$ cat config.mk
export PLATFORM = sky130hd
export DESIGN_NAME = operand_fetch
export DESIGN_NICKNAME = d
export VERILOG_FILES = /design/src/rtl/operand_fetch.sv
export SDC_FILE = /design/constraint.sdc
export NUM_CORES = 1
export LEC_CHECK = 0
export CAP_MARGIN = 5
export CORE_UTILIZATION = 43
export DETAILED_ROUTE_END_ITERATION = 8
export PLACE_DENSITY = 0.8
export SYNTH_ARGS = -nofsm -noshare
export SYNTH_HDL_FRONTEND = slang
export SYNTH_SLANG_ARGS = --single-unit
$ cat constraint.sdc
create_clock -name clk -period 1.8 [get_ports clk]
set_input_delay 0.45 -clock clk [delete_from_list [all_inputs] [get_ports clk]]
set_output_delay 0.45 -clock clk [all_outputs]
set_load 0.01 [all_outputs]
$ cat src/rtl/operand_fetch.sv
// operand_fetch: decode / operand-fetch stage between instruction fetch and execute.
//   Two stages: S1 holds an accepted instruction while the register file (which
//   registers its read address) returns operands; OUT holds the registered bundle
//   presented to execute. Sustains one instruction per cycle when out_ready stays high.
// Ports:
//   clk, rst (sync, active-high), flush (sync squash of S1 and OUT)
//   in_valid/in_ready/in_instr/in_pc         : fetch handshake
//   rf_rs1_addr/rf_rs2_addr, rf_rs1_data/rf_rs2_data : register file read ports
//   wb_we/wb_rd_addr/wb_rd_data              : writeback (also drives the register file)
//   out_valid/out_ready, out_pc/out_instr/out_rs1_val/out_rs2_val/out_imm/out_rd_addr
// Configuration:
//   OF_WB_BYPASS_EN : when defined, a writeback landing on the operand capture edge
//                     is forwarded into the captured operand (never for x0).
module operand_fetch #(
  parameter int unsigned XLEN    = 32,
  parameter int unsigned RADDR_W = 5
) (
  input  logic               clk,
  input  logic               rst,
  input  logic               flush,
  input  logic               in_valid,
  output logic               in_ready,
  input  logic [XLEN-1:0]    in_instr,
  input  logic [XLEN-1:0]    in_pc,
  output logic [RADDR_W-1:0] rf_rs1_addr,
  output logic [RADDR_W-1:0] rf_rs2_addr,
  input  logic [XLEN-1:0]    rf_rs1_data,
  input  logic [XLEN-1:0]    rf_rs2_data,
  input  logic               wb_we,
  input  logic [RADDR_W-1:0] wb_rd_addr,
  input  logic [XLEN-1:0]    wb_rd_data,
  output logic               out_valid,
  input  logic               out_ready,
  output logic [XLEN-1:0]    out_pc,
  output logic [XLEN-1:0]    out_instr,
  output logic [XLEN-1:0]    out_rs1_val,
  output logic [XLEN-1:0]    out_rs2_val,
  output logic [XLEN-1:0]    out_imm,
  output logic [RADDR_W-1:0] out_rd_addr
);

  logic               s1_valid;
  logic [XLEN-1:0]    s1_instr;
  logic [XLEN-1:0]    s1_pc;
  logic               s1_move;
  logic               accept;
  logic [RADDR_W-1:0] s1_rs1;
  logic [RADDR_W-1:0] s1_rs2;
  logic [XLEN-1:0]    rs1_val;
  logic [XLEN-1:0]    rs2_val;
  logic [XLEN-1:0]    s1_imm;

  assign s1_move  = s1_valid & (~out_valid | out_ready);
  assign in_ready = ~rst & ~flush & (~s1_valid | s1_move);
  assign accept   = in_valid & in_ready;

  assign s1_rs1 = RADDR_W'(s1_instr[19:15]);
  assign s1_rs2 = RADDR_W'(s1_instr[24:20]);

  // A stalled S1 keeps its own addresses on the register file so the
  // registered read data still belongs to it when it finally moves.
  always_comb begin
    rf_rs1_addr = RADDR_W'(in_instr[19:15]);
    rf_rs2_addr = RADDR_W'(in_instr[24:20]);
    if (s1_valid && !s1_move) begin
      rf_rs1_addr = s1_rs1;
      rf_rs2_addr = s1_rs2;
    end
  end

  function automatic logic [XLEN-1:0] gen_imm(input logic [31:0] i);
    logic signed [31:0] imm32;
    imm32 = '0;
    case (i[6:0])
      7'b0000011, 7'b0010011, 7'b1100111, 7'b1110011:
        imm32 = {{20{i[31]}}, i[31:20]};
      7'b0100011: imm32 = {{20{i[31]}}, i[31:25], i[11:7]};
      7'b1100011: imm32 = {{20{i[31]}}, i[7], i[30:25], i[11:8], 1'b0};
      7'b0110111, 7'b0010111: imm32 = {i[31:12], 12'b0};
      7'b1101111: imm32 = {{12{i[31]}}, i[19:12], i[20], i[30:21], 1'b0};
      default: imm32 = '0;
    endcase
    return XLEN'(imm32);
  endfunction

  assign s1_imm = gen_imm(s1_instr[31:0]);

`ifdef OF_WB_BYPASS_EN
  // The register file sampled its data before this edge's write; forward it.
  always_comb begin
    rs1_val = rf_rs1_data;
    rs2_val = rf_rs2_data;
    if (wb_we && (wb_rd_addr != '0) && (wb_rd_addr == s1_rs1)) rs1_val = wb_rd_data;
    if (wb_we && (wb_rd_addr != '0) && (wb_rd_addr == s1_rs2)) rs2_val = wb_rd_data;
  end
`else
  logic unused_wb;
  assign unused_wb = ^{wb_we, wb_rd_addr, wb_rd_data};
  always_comb begin
    rs1_val = rf_rs1_data;
    rs2_val = rf_rs2_data;
  end
`endif

  always_ff @(posedge clk) begin
    if (rst) begin
      s1_valid    <= 1'b0;
      s1_instr    <= '0;
      s1_pc       <= '0;
      out_valid   <= 1'b0;
      out_pc      <= '0;
      out_instr   <= '0;
      out_rs1_val <= '0;
      out_rs2_val <= '0;
      out_imm     <= '0;
      out_rd_addr <= '0;
    end else if (flush) begin
      s1_valid  <= 1'b0;
      out_valid <= 1'b0;
    end else begin
      if (accept) begin
        s1_instr <= in_instr;
        s1_pc    <= in_pc;
        s1_valid <= 1'b1;
      end else if (s1_move) begin
        s1_valid <= 1'b0;
      end
      if (s1_move) begin
        out_valid   <= 1'b1;
        out_pc      <= s1_pc;
        out_instr   <= s1_instr;
        out_rs1_val <= rs1_val;
        out_rs2_val <= rs2_val;
        out_imm     <= s1_imm;
        out_rd_addr <= RADDR_W'(s1_instr[11:7]);
      end else if (out_ready) begin
        out_valid <= 1'b0;
      end
    end
  end

endmodule

After elaboration in Yosys (flattened, before gate mapping)
Cells that the tools add are included.

word-level totals
  register bits = 231
  output and inout bits = 177
  logic and storage cells = 45

cells by class
  equality and inequality tests = 9
  multiplexer cells = 7
  bitwise operators = 10
  reductions and logical operators = 9

operators by type and width
  cell                                                 count
  one-hot mux 32 bit (5 select lines)                  1
  equality test 7 bit, second input constant           4
  equality test 7 x 5 -> 1 bit, second input constant  2
  equality test 7 x 6 -> 1 bit, second input constant  2
  two-way mux 5 bit                                    2
  equality test 7 x 2 -> 1 bit, second input constant  1
  bitwise AND 1 bit                                    4
  two-way mux 1 bit                                    4
  NOT 1 bit                                            4
  AND reduction 2 bit                                  2
  nonzero test 2 bit                                   2
  OR reduction 2 bit                                   2
  OR reduction 4 bit                                   1
  bitwise OR 1 bit                                     2
  logical AND 1 bit                                    1
  logical NOT 1 bit                                    1

Depth between registers and ports, before layout
Gate-level depths: netlist of the first run.

  word-level depth = 7
  mapped depth = 7
  gate-level depth less buffers = 4

Worst setup path before layout of the first run
OpenSTA, ideal clock, no wires.

  kind = input -> output
  from = in out_ready
  to = out rf_rs1_addr[0]
  arrival = 1,318 ps
  data required time = 1,350 ps
  slack = 32 ps
  cell stages on the path = 3
  path through = nand3b_1 > buf_1 > mux2_2

on the way
  cells in the longest elaborated chain, start to end = 5

ends and longest elaborated chain
  item               RTL line  source
  start, declared    33        input logic out_ready,
  bitwise OR 1 bit   53        assign s1_move = s1_valid & (~out_valid | out_ready);
  bitwise AND 1 bit  53
  logical NOT 1 bit  65        if (s1_valid && !s1_move) begin
  logical AND 1 bit  65
  two-way mux 5 bit  65
  end, declared      25        output logic [RADDR_W-1:0] rf_rs1_addr,

No other way between the ends.

Worst setup path in the final report of the first run
  from = reg s1_valid
  to = out rf_rs2_addr[1]

on the way
  cells in the longest elaborated chain, start to end = 4

ends and longest elaborated chain
  item                    RTL line  source
  start, declared         42        logic s1_valid;
  start signal, assigned  107       s1_valid <= 1'b0;
  start signal, assigned  118       s1_valid <= 1'b0;
  start signal, assigned  124       s1_valid <= 1'b1;
  bitwise AND 1 bit       53
  logical NOT 1 bit       65
  logical AND 1 bit *     65
  two-way mux 5 bit *     65
  end, declared           26        output logic [RADDR_W-1:0] rf_rs2_addr,

Every way passes the cells marked *; elsewhere a longest branch is shown, timed or not.

==> flow_summary.toml, run 1 <==
[run_status]
outcome = "finished with violations"
violations = "setup timing"

[hold_path]
min_path_type = "primary input to register"
hold_end = "out_valid$_SDFFE_PP0P_"
worstHoldPathCells = 4
hp-start = "rst"

[logic_synthesis]
synth_nets = 1202
synth_cell_types = 46
yosysMostFrequentCell = "nand2_1"
synth_warnings = 0
yosysSeqAreaShare_pct = 53.8
synth-compound-area-share_pct = 18.2
syn_inst = 1031
synth_top_cells_by_count = "408 x nand2_1, 226 x dfxtp_1, 195 x a21oi_1, 39 x clkbuf_1, 32 x buf_2"
synth.mux.area_fraction_pct = 1.34
synth_flop_cell = "dfxtp_1"
synth-xor-area-share_pct = 0
synth_edf_count = 0
synth-simple-area-share_pct = 22.0
synth-async-reset-ratio_pct = 0
ys_ff_latch = 226
syn_avg_cell_area_um2 = 8.16
synth_fa_ha_area_share_pct = 0
yosys.area.top_type = "dfxtp_1"
synth_top_family_by_area = "simple AND/OR/NAND/NOR gates"
yosys-top-cells-area = "dfxtp_1 54%, nand2_1 18%, a21oi_1 12%"
synth_top_area_share_pct = 53.8
syn_area_mm2 = 0.00841

[worst_setup_path]
setup.worst_path.start = "s1_valid$_SDFFE_PP0P_"
worst-path-stages = 5
cp_common_cell = "buf_6"
rr_worst_depth = 9
path_buf_inv = 3
cp_cell_sequence = "nand3b_1, buf_6, buf_12, mux2_4, buf_6"
worstReg2RegStart = "s1_valid$_SDFFE_PP0P_"
cpLargestDelayFamily = "buffers and inverters"
rr_endpoint = "s1_pc[2]$_SDFFE_PP0P_"
worstPathRequired_ns = 1.35
worst_path_max_delay_cell = "dfxtp_2"
path_max_fanout = 6
critPathArrivalTime_ns = 1.62
critical_path_class = "register to output port"
cp-start-kind = "register"
cp-end-kind = "output port"
rrSetupSlack_ns = 0.09
cp_slowest_stage_delay_ns = 0.33

[global_route]
grt_pass1_vias = 7832
grt_pass1_wl_um = 39400
use_met3_pct = 4.89
use_met2_pct = 41.8
gr-usage-all-layers_pct = 24.3
met1_usage_pct = 30.2
overflow = 0
grt_max_degree = 150
antenna_found_initial = 1
grt.busiest_layer = "met2"

[run]
cap_violations = 0

[routing]
ant_nets = 0
drc = 0
drt_iter0_markers = 434
wl_per_cell_um = 15.6
vias = 8193
vias_per_cell = 5.07
drt_pass1_iterations = 5
drt-total-wl_um = 25200

[power]
intPower_mw = 8.49
p_sw_share_pct = 21.5
netSwitchingPower_mw = 2.33
p_clk_share_pct = 44.8
seqPwrFrac_pct = 47.6
total_leakage_power_nw = 5.23
pwr-share-comb_pct = 7.6
power_density_mw_per_mm2 = 851
vdd_drop_max_mv = 0.693

[timing]
drv_slew = 0
worst_clock_skew_ns = 0.0116
setup_ws_ns = -0.274
max_freq_mhz = 482
finalHoldViolCount = 0
rsz0062_at_grt = "true"
tightestPinTransition_ns = 0.701
period_share_pct = 115
setup_tns_ns = -2.88
maxSlewHeadroom_pct = 53.3
period_needed_ns = 2.07
setup_viol = 11
fin_hold_ws_ns = 0.351

[final_layout]
fin_nets = 1512
drive_above_1_share_pct = 10.3
stdcell_count = 1615
syn2layout_area_growth_pct = 51.1
final_cell_area_mm2 = 0.0127
fillers = 1587

[placement]
dpl.cell_count = 1572
port_buffers = 309
place_congestion = 0.844
place_area_mm2 = 0.0120
dp_hpwl_um = 17100

[clock_network]
cts_root_buf = "clkbuf_16"
clkSlewWorstSetupHoldPaths_ns = 0.06
clock_latency_ns = 0.51
cts_tree = "done"
clock_path_buffers = 3
cts_sinks = 226
ctsHoldBuffers = 0
numCtsBuffers = 24
cts-htree-levels = 1

[floorplanning]
fp.dieH_um = 142
die_area_mm2 = 0.0201
initial_core_util_pct = 44.4
rows = 50
core_mm2 = 0.0190
die_width_um = 142
ioPinCount = 348
[metal layers]
| layer | vias up | share of wire, % |
|---|---|---|
| li1 | 4039 | - |
| met1 | 3826 | 42 |
| met2 | 272 | 48 |
| met3 | 56 | 6.8 |
| met4 | 0 | 3.2 |
| met5 | - | 0 |
[metrics by stage]
| stage | power, mW | setup slack (ns) | util [%] |
|---|---|---|---|
| 2_1_floorplan | 5.55 | 0.0322 | - |
| 3_3_place_gp | 6.08 | -0.677 | 63.4 |
| 3_5_place_dp | 6.09 | -0.694 | 63.4 |
| 4_1_cts | 10.9 | -0.286 | 66.9 |
| 5_1_grt | 11.2 | -0.302 | 67.0 |
| 6_report | 10.8 | -0.274 | 67.0 |
[cells by family after synthesis]
kind of cell           Yosys count
and+or+nand+nor                454
AOI/OAI and AO/OA              257
DFF                            226
buffers and inverters           84
muxes                           10
[worst max path at each step]
stage / end / slack [ns]
3_5_place_dp: rf_rs2_addr[1] / -0.69
3_3_place_gp: rf_rs1_addr[0] / -0.68
6_report: rf_rs2_addr[1] / -0.27
5_1_grt: rf_rs2_addr[1] / -0.30
2_1_floorplan: rf_rs1_addr[0] / 0.03
4_1_cts: rf_rs2_addr[1] / -0.29
[cells in the final DEF (no fill, tap or decap), drive strengths merged, types with 2 or more instances in the layout]
master,n
nand2,408
dfxtp,226
a21oi,197
dlygate4sd2,167
clkdlybuf4s50,130
buf,70
clkbuf,37
a22oi,23
mux2,10
nand3,10
a221o,8
nand3b,7
a22o,6
o21ai,6
a31oi,5
nor3,4
o22ai,4
nor2,3
nand2b,3
nand4b,3
and2,3
and3b,2
nand4bb,2
[power by group through the flow]
| stage | Combinational [mW] | Clock, mW | Sequential [mW] |
|---|---|---|---|
| 2_1_floorplan | 0.289 | 0 | 5.26 |
| 3_3_place_gp | 0.828 | 0 | 5.25 |
| 3_5_place_dp | 0.836 | 0 | 5.26 |
| 4_1_cts | 0.828 | 4.92 | 5.15 |
| 5_1_grt | 0.890 | 5.14 | 5.15 |
| 6_report | 0.826 | 4.84 | 5.15 |
[worst reg2reg max path, stage by stage (launching register included)]
cell and delay, ns:
dfxtp_2 0.33, nand3b_1 0.09, buf_6 0.14, buf_16 0.14, buf_6 0.11, buf_4 0.13, and3_2 0.24, buf_12 0.18
nand2_1 0.13, a21oi_1 0.07
[state kept, by name, summed over array words and instances, names as in the netlist]
name,cells
out_valid,1
s1_valid,1
out_pc,32
s1_instr,32
out_instr,32
out_imm,32
s1_pc,32
out_rs1_val,32
out_rs2_val,32
[cell type report]
class / instances / area (um^2) / share of cell area (%)
diodes: 1 / 2.50 / 0.0197
repair buffers: 367 / 3510 / 27.6
multi-input cells: 721 / 3560 / 28.0
inverters: 1 / 3.75 / 0.0295
well taps: 260 / 325 / 2.56
flip-flops and latches: 226 / 4530 / 35.6
clock inverters: 2 / 35.0 / 0.276
clock buffers: 37 / 741 / 5.83
[what timing repair did]
item | CTS | global route
gates cloned | 1 | 0
pin swaps | 1 | 1
setup endpoints to repair | 177 | 13
gates resized for setup | 236 | 3
setup buffers | 2 | 0
(Power assumes the default switching activity.)
==> run 2, diff against run 1 <==
- CTS_CLUSTER_SIZE: unset -> 16
- RECOVER_POWER: unset -> 50
==> flow_summary.toml, run 2 (synthesis gave the netlist of run 1 again) <==
[floorplanning]
initial_core_util_pct = 44.4
ioPinCount = 348
fp.dieH_um = 142
die_area_mm2 = 0.0201
die_width_um = 142
core_mm2 = 0.0190
rows = 50

[timing]
setup_ws_ns = -0.279
fin_hold_ws_ns = 0.358
drv_slew = 0
maxSlewHeadroom_pct = 24.2
tightestPinTransition_ns = 1.14
max_freq_mhz = 481
period_needed_ns = 2.08
rsz0062_at_grt = "true"
setup_viol = 11
period_share_pct = 115
worst_clock_skew_ns = 0.0129
finalHoldViolCount = 0

[global_route]
overflow = 0
grt_max_degree = 150
gr-usage-all-layers_pct = 24.3
grt_pass1_wl_um = 39400
grt_pass1_vias = 7832
antenna_found_initial = 1

[power]
vdd_drop_max_mv = 0.703
power_density_mw_per_mm2 = 855
p_total_mw = 10.8
total_leakage_power_nw = 5.20

[final_layout]
fin_nets = 1512
drive_above_1_share_pct = 10.0
syn2layout_area_growth_pct = 50.3
layout_common_cells = "407 x nand2_1, 224 x dfxtp_1, 195 x a21oi_1, 167 x dlygate4sd2_1, 130 x clkdlybuf4s50_1"
final_common_cell = "nand2_1"
stdcell_count = 1615

[worst_setup_path]
worstPathRequired_ns = 1.35
cp-start-kind = "register"
path_max_fanout = 6
critical_path_class = "register to output port"
critPathArrivalTime_ns = 1.63
worstReg2RegStart = "s1_valid$_SDFFE_PP0P_"
cp-end-kind = "output port"
setup.worst_path.start = "s1_valid$_SDFFE_PP0P_"

[run_status]
outcome = "finished with violations"
violations = "setup timing"

[clock_network]
clkSlewWorstSetupHoldPaths_ns = 0.06
cts-htree-levels = 1
ctsHoldBuffers = 0
numCtsBuffers = 24
clock_path_buffers = 3
cts_tree = "done"
clock_latency_ns = 0.51
cts_root_buf = "clkbuf_16"
cts_sinks = 226

[placement]
dpl_worst_slack_ns = -0.694
dp_hpwl_um = 17100
port_buffers = 309
dpl.cell_count = 1572
place_congestion = 0.844

[hold_path]
hp-start = "rst"
min_path_type = "primary input to register"

[routing]
wl_per_cell_um = 15.6
ant_nets = 0
drt_iter0_markers = 387
vias_per_cell = 5.06
drt-total-wl_um = 25200
drt_pass1_iterations = 5
vias = 8172
drc = 0

[run]
cap_violations = 0
-- run 2: cell types whose count changed in the layout (fill, tap and decap cells not counted), moves of 2 or more --
cell and delta:
buf_12 -6, buf_4 -3, buf_6 +3, clkbuf_1 +2, clkbuf_4 +2
-- run 2: routing by layer --
layer / track usage (%) / routed length [um] / vias to the layer above
li1: - / - / 4038
met1: 30.2 / 10600 / 3814
met2: 41.8 / 12300 / 262
met3: 4.89 / 1590 / 58
met4: 8.94 / 783 / 0
met5: 0 / 0 / -
-- run 2: area by class of cell --
cell class | count | area (um^2)
fill | 1602 | 6320
multi-input combinational | 721 | 3560
clock buffer | 37 | 741
timing repair buffer | 367 | 3450
antenna | 1 | 2.50
sequential | 226 | 4530
inverter | 1 | 3.75
tap | 260 | 325
clock inverter | 2 | 35.0
-- run 2: path summary, 6_finish.rpt --
check	end	slack, ns	cells past startpoint
max	rf_rs2_addr[1]	-0.28	5
min	out_valid$_SDFFE_PP0P_	0.36	4
max reg2reg	s1_pc[30]$_SDFFE_PP0P_	0.04	9
min reg2reg	out_imm[0]$_SDFFE_PP0P_	0.44	2
-- run 2: per-stage QoR --
step | instance area (um^2) | util, % | TNS [ns]
6_report | 12600 | 66.7 | -2.92
3_3_place_gp | 12000 | 63.4 | -67.54
5_1_grt | 12600 | 66.7 | -5.29
4_1_cts | 12700 | 66.9 | -3.02
2_1_floorplan | 8410 | - | 0
3_5_place_dp | 12000 | 63.4 | -72.28
-- run 2: what timing repair did --
action	4_1_cts	5_1_grt
gates resized for setup	236	3
cloned	1	0
endpoints found under the setup margin	177	13
pin swaps	1	1
setup buffers	2	0
-- run 2: critical path: stages (launching register included) --
cell and delay (ns):
dfxtp_2 0.33, nand3b_1 0.09, buf_6 0.14, buf_12 0.14, mux2_4 0.30, buf_6 0.12
-- run 2: where the power goes --
group | switching (mW) | internal, mW
logic | 0.360 | 0.452
clock network | 1.90 | 2.94
registers | 0.0605 | 5.09
==> run 3, diff against run 2 <==
- MAX_ROUTING_LAYER: unset -> met4
==> flow_summary.toml, run 3 (synthesis gave the netlist of run 1 again) <==
[final_layout]
fillers = 1602
stdcell_count = 1615
syn2layout_area_growth_pct = 50.2
fin_util_pct = 66.7
drive_above_1_share_pct = 10.0
layout_common_cells = "407 x nand2_1, 224 x dfxtp_1, 195 x a21oi_1, 167 x dlygate4sd2_1, 130 x clkdlybuf4s50_1"
fin_nets = 1512
final_common_cell = "nand2_1"

[clock_network]
clock_path_buffers = 3
numCtsBuffers = 24
ctsHoldBuffers = 0
cts-htree-levels = 1
cts_sinks = 226
cts_tree = "done"
clock_latency_ns = 0.50
cts_root_buf = "clkbuf_16"
clkSlewWorstSetupHoldPaths_ns = 0.06

[global_route]
overflow = 0
gr-usage-all-layers_pct = 25.0
grt_max_degree = 150
antenna_found_initial = 1
grt_pass1_wl_um = 39400
grt_pass1_vias = 7826

[timing]
period_needed_ns = 2.08
rsz0062_at_grt = "true"
period_share_pct = 115
setup_ws_ns = -0.276
finalHoldViolCount = 0
setup_viol = 11
maxSlewHeadroom_pct = 25.7
max_freq_mhz = 482
fin_hold_ws_ns = 0.361
tightestPinTransition_ns = 1.11
worst_clock_skew_ns = 0.0102
drv_slew = 0

[worst_setup_path]
cp_common_cell = "buf_6"
rr_worst_depth = 9
worstReg2RegStart = "s1_valid$_SDFFE_PP0P_"
worst_path_max_delay_cell = "dfxtp_2"
path_max_fanout = 6
cp-start-kind = "register"
setup.worst_path.start = "s1_valid$_SDFFE_PP0P_"
rrSetupSlack_ns = 0.05
rr_endpoint = "s1_pc[30]$_SDFFE_PP0P_"
cp_slowest_stage_delay_ns = 0.33
worstPathRequired_ns = 1.35
cp-end-kind = "output port"
cp_cell_sequence = "nand3b_1, buf_6, buf_12, mux2_4, buf_6"
critPathArrivalTime_ns = 1.63
critical_path_class = "register to output port"

[hold_path]
hp-start = "rst"
hold_end = "out_valid$_SDFFE_PP0P_"
worstHoldPathCells = 4
min_path_type = "primary input to register"

[placement]
dpl.cell_count = 1572
place_congestion = 0.857
dp_hpwl_um = 17100
dpl_worst_slack_ns = -0.694
port_buffers = 309

[routing]
vias_per_cell = 5.06
wl_per_cell_um = 15.6
ant_nets = 0
drc = 0
drt_pass1_iterations = 5
vias = 8171
drt-total-wl_um = 25200
drt_iter0_markers = 435

[floorplanning]
die_width_um = 142
ioPinCount = 348
initial_core_util_pct = 44.4
core_mm2 = 0.0190
die_area_mm2 = 0.0201
fp.dieH_um = 142
rows = 50

[power]
seqPwrFrac_pct = 47.6
p_sw_share_pct = 21.5
intPower_mw = 8.48
vdd_drop_max_mv = 0.699
total_leakage_power_nw = 5.20
p_total_mw = 10.8
power_density_mw_per_mm2 = 855
p_clk_share_pct = 44.9
pwr-share-comb_pct = 7.5
netSwitchingPower_mw = 2.33

[run_status]
outcome = "finished with violations"
violations = "setup timing"

[run]
cap_violations = 0
-- run 3: cell count changes in the layout (fill, tap and decap cells not counted), sizes merged --
cell,change
clkbuf,-1
buf,+1
-- run 3: layer usage --
metal / track usage (%) / vias up / routed length, um
li1: - / 4041 / -
met1: 30.6 / 3807 / 10500
met2: 41.5 / 264 / 12200
met3: 4.15 / 59 / 1630
met4: 9.17 / 0 / 852
met5: - / - / 0
-- run 3: through the flow --
step,cell area (um^2),TNS (ns)
after floorplan,8410,0
after global placement,12000,-67.54
after detailed placement,12000,-72.28
after CTS,12700,-3.02
after global routing,12600,-5.00
final,12600,-2.88
-- run 3: power groups by stage --
stage	registers (mW)	clock network (mW)	logic, mW
global placement	5.25	0	0.828
detailed placement	5.26	0	0.836
floorplan	5.26	0	0.289
global route	5.15	5.14	0.876
finish	5.15	4.85	0.812
CTS	5.15	4.92	0.828
-- run 3: cell type report --
type,count,area [um^2],share of cell area [%]
timing repair buffer,367,3440,27.2
multi-input combinational,721,3560,28.2
inverter,1,3.75,0.0297
sequential,226,4530,35.8
clock buffer,37,741,5.86
tap,260,325,2.57
antenna,1,2.50,0.0198
clock inverter,2,35.0,0.277
-- run 3: critical path, delay by kind of cell, from the launching register on --
family	cells	cell delay [ns]
buffers and inverters	3	0.40
DFF	1	0.33
muxes	1	0.30
and+or+nand+nor	1	0.09
-- run 3: repair_timing --
item                                    CTS  global route
endpoints found under the hold margin     0             0
setup buffers                             2             0
pin swaps                                 1             1
endpoints found under the setup margin  177            13
gates cloned                              1             0
gates resized for setup                 236             3
-- run 3: worst max-delay path by stage --
| stage | depth (start not counted) | to |
|---|---|---|
| after floorplan | 3 | rf_rs1_addr[0] |
| after global placement | 5 | rf_rs1_addr[0] |
| after detailed placement | 5 | rf_rs2_addr[1] |
| after CTS | 5 | rf_rs2_addr[1] |
| after global routing | 5 | rf_rs2_addr[1] |
| final | 5 | rf_rs2_addr[1] |
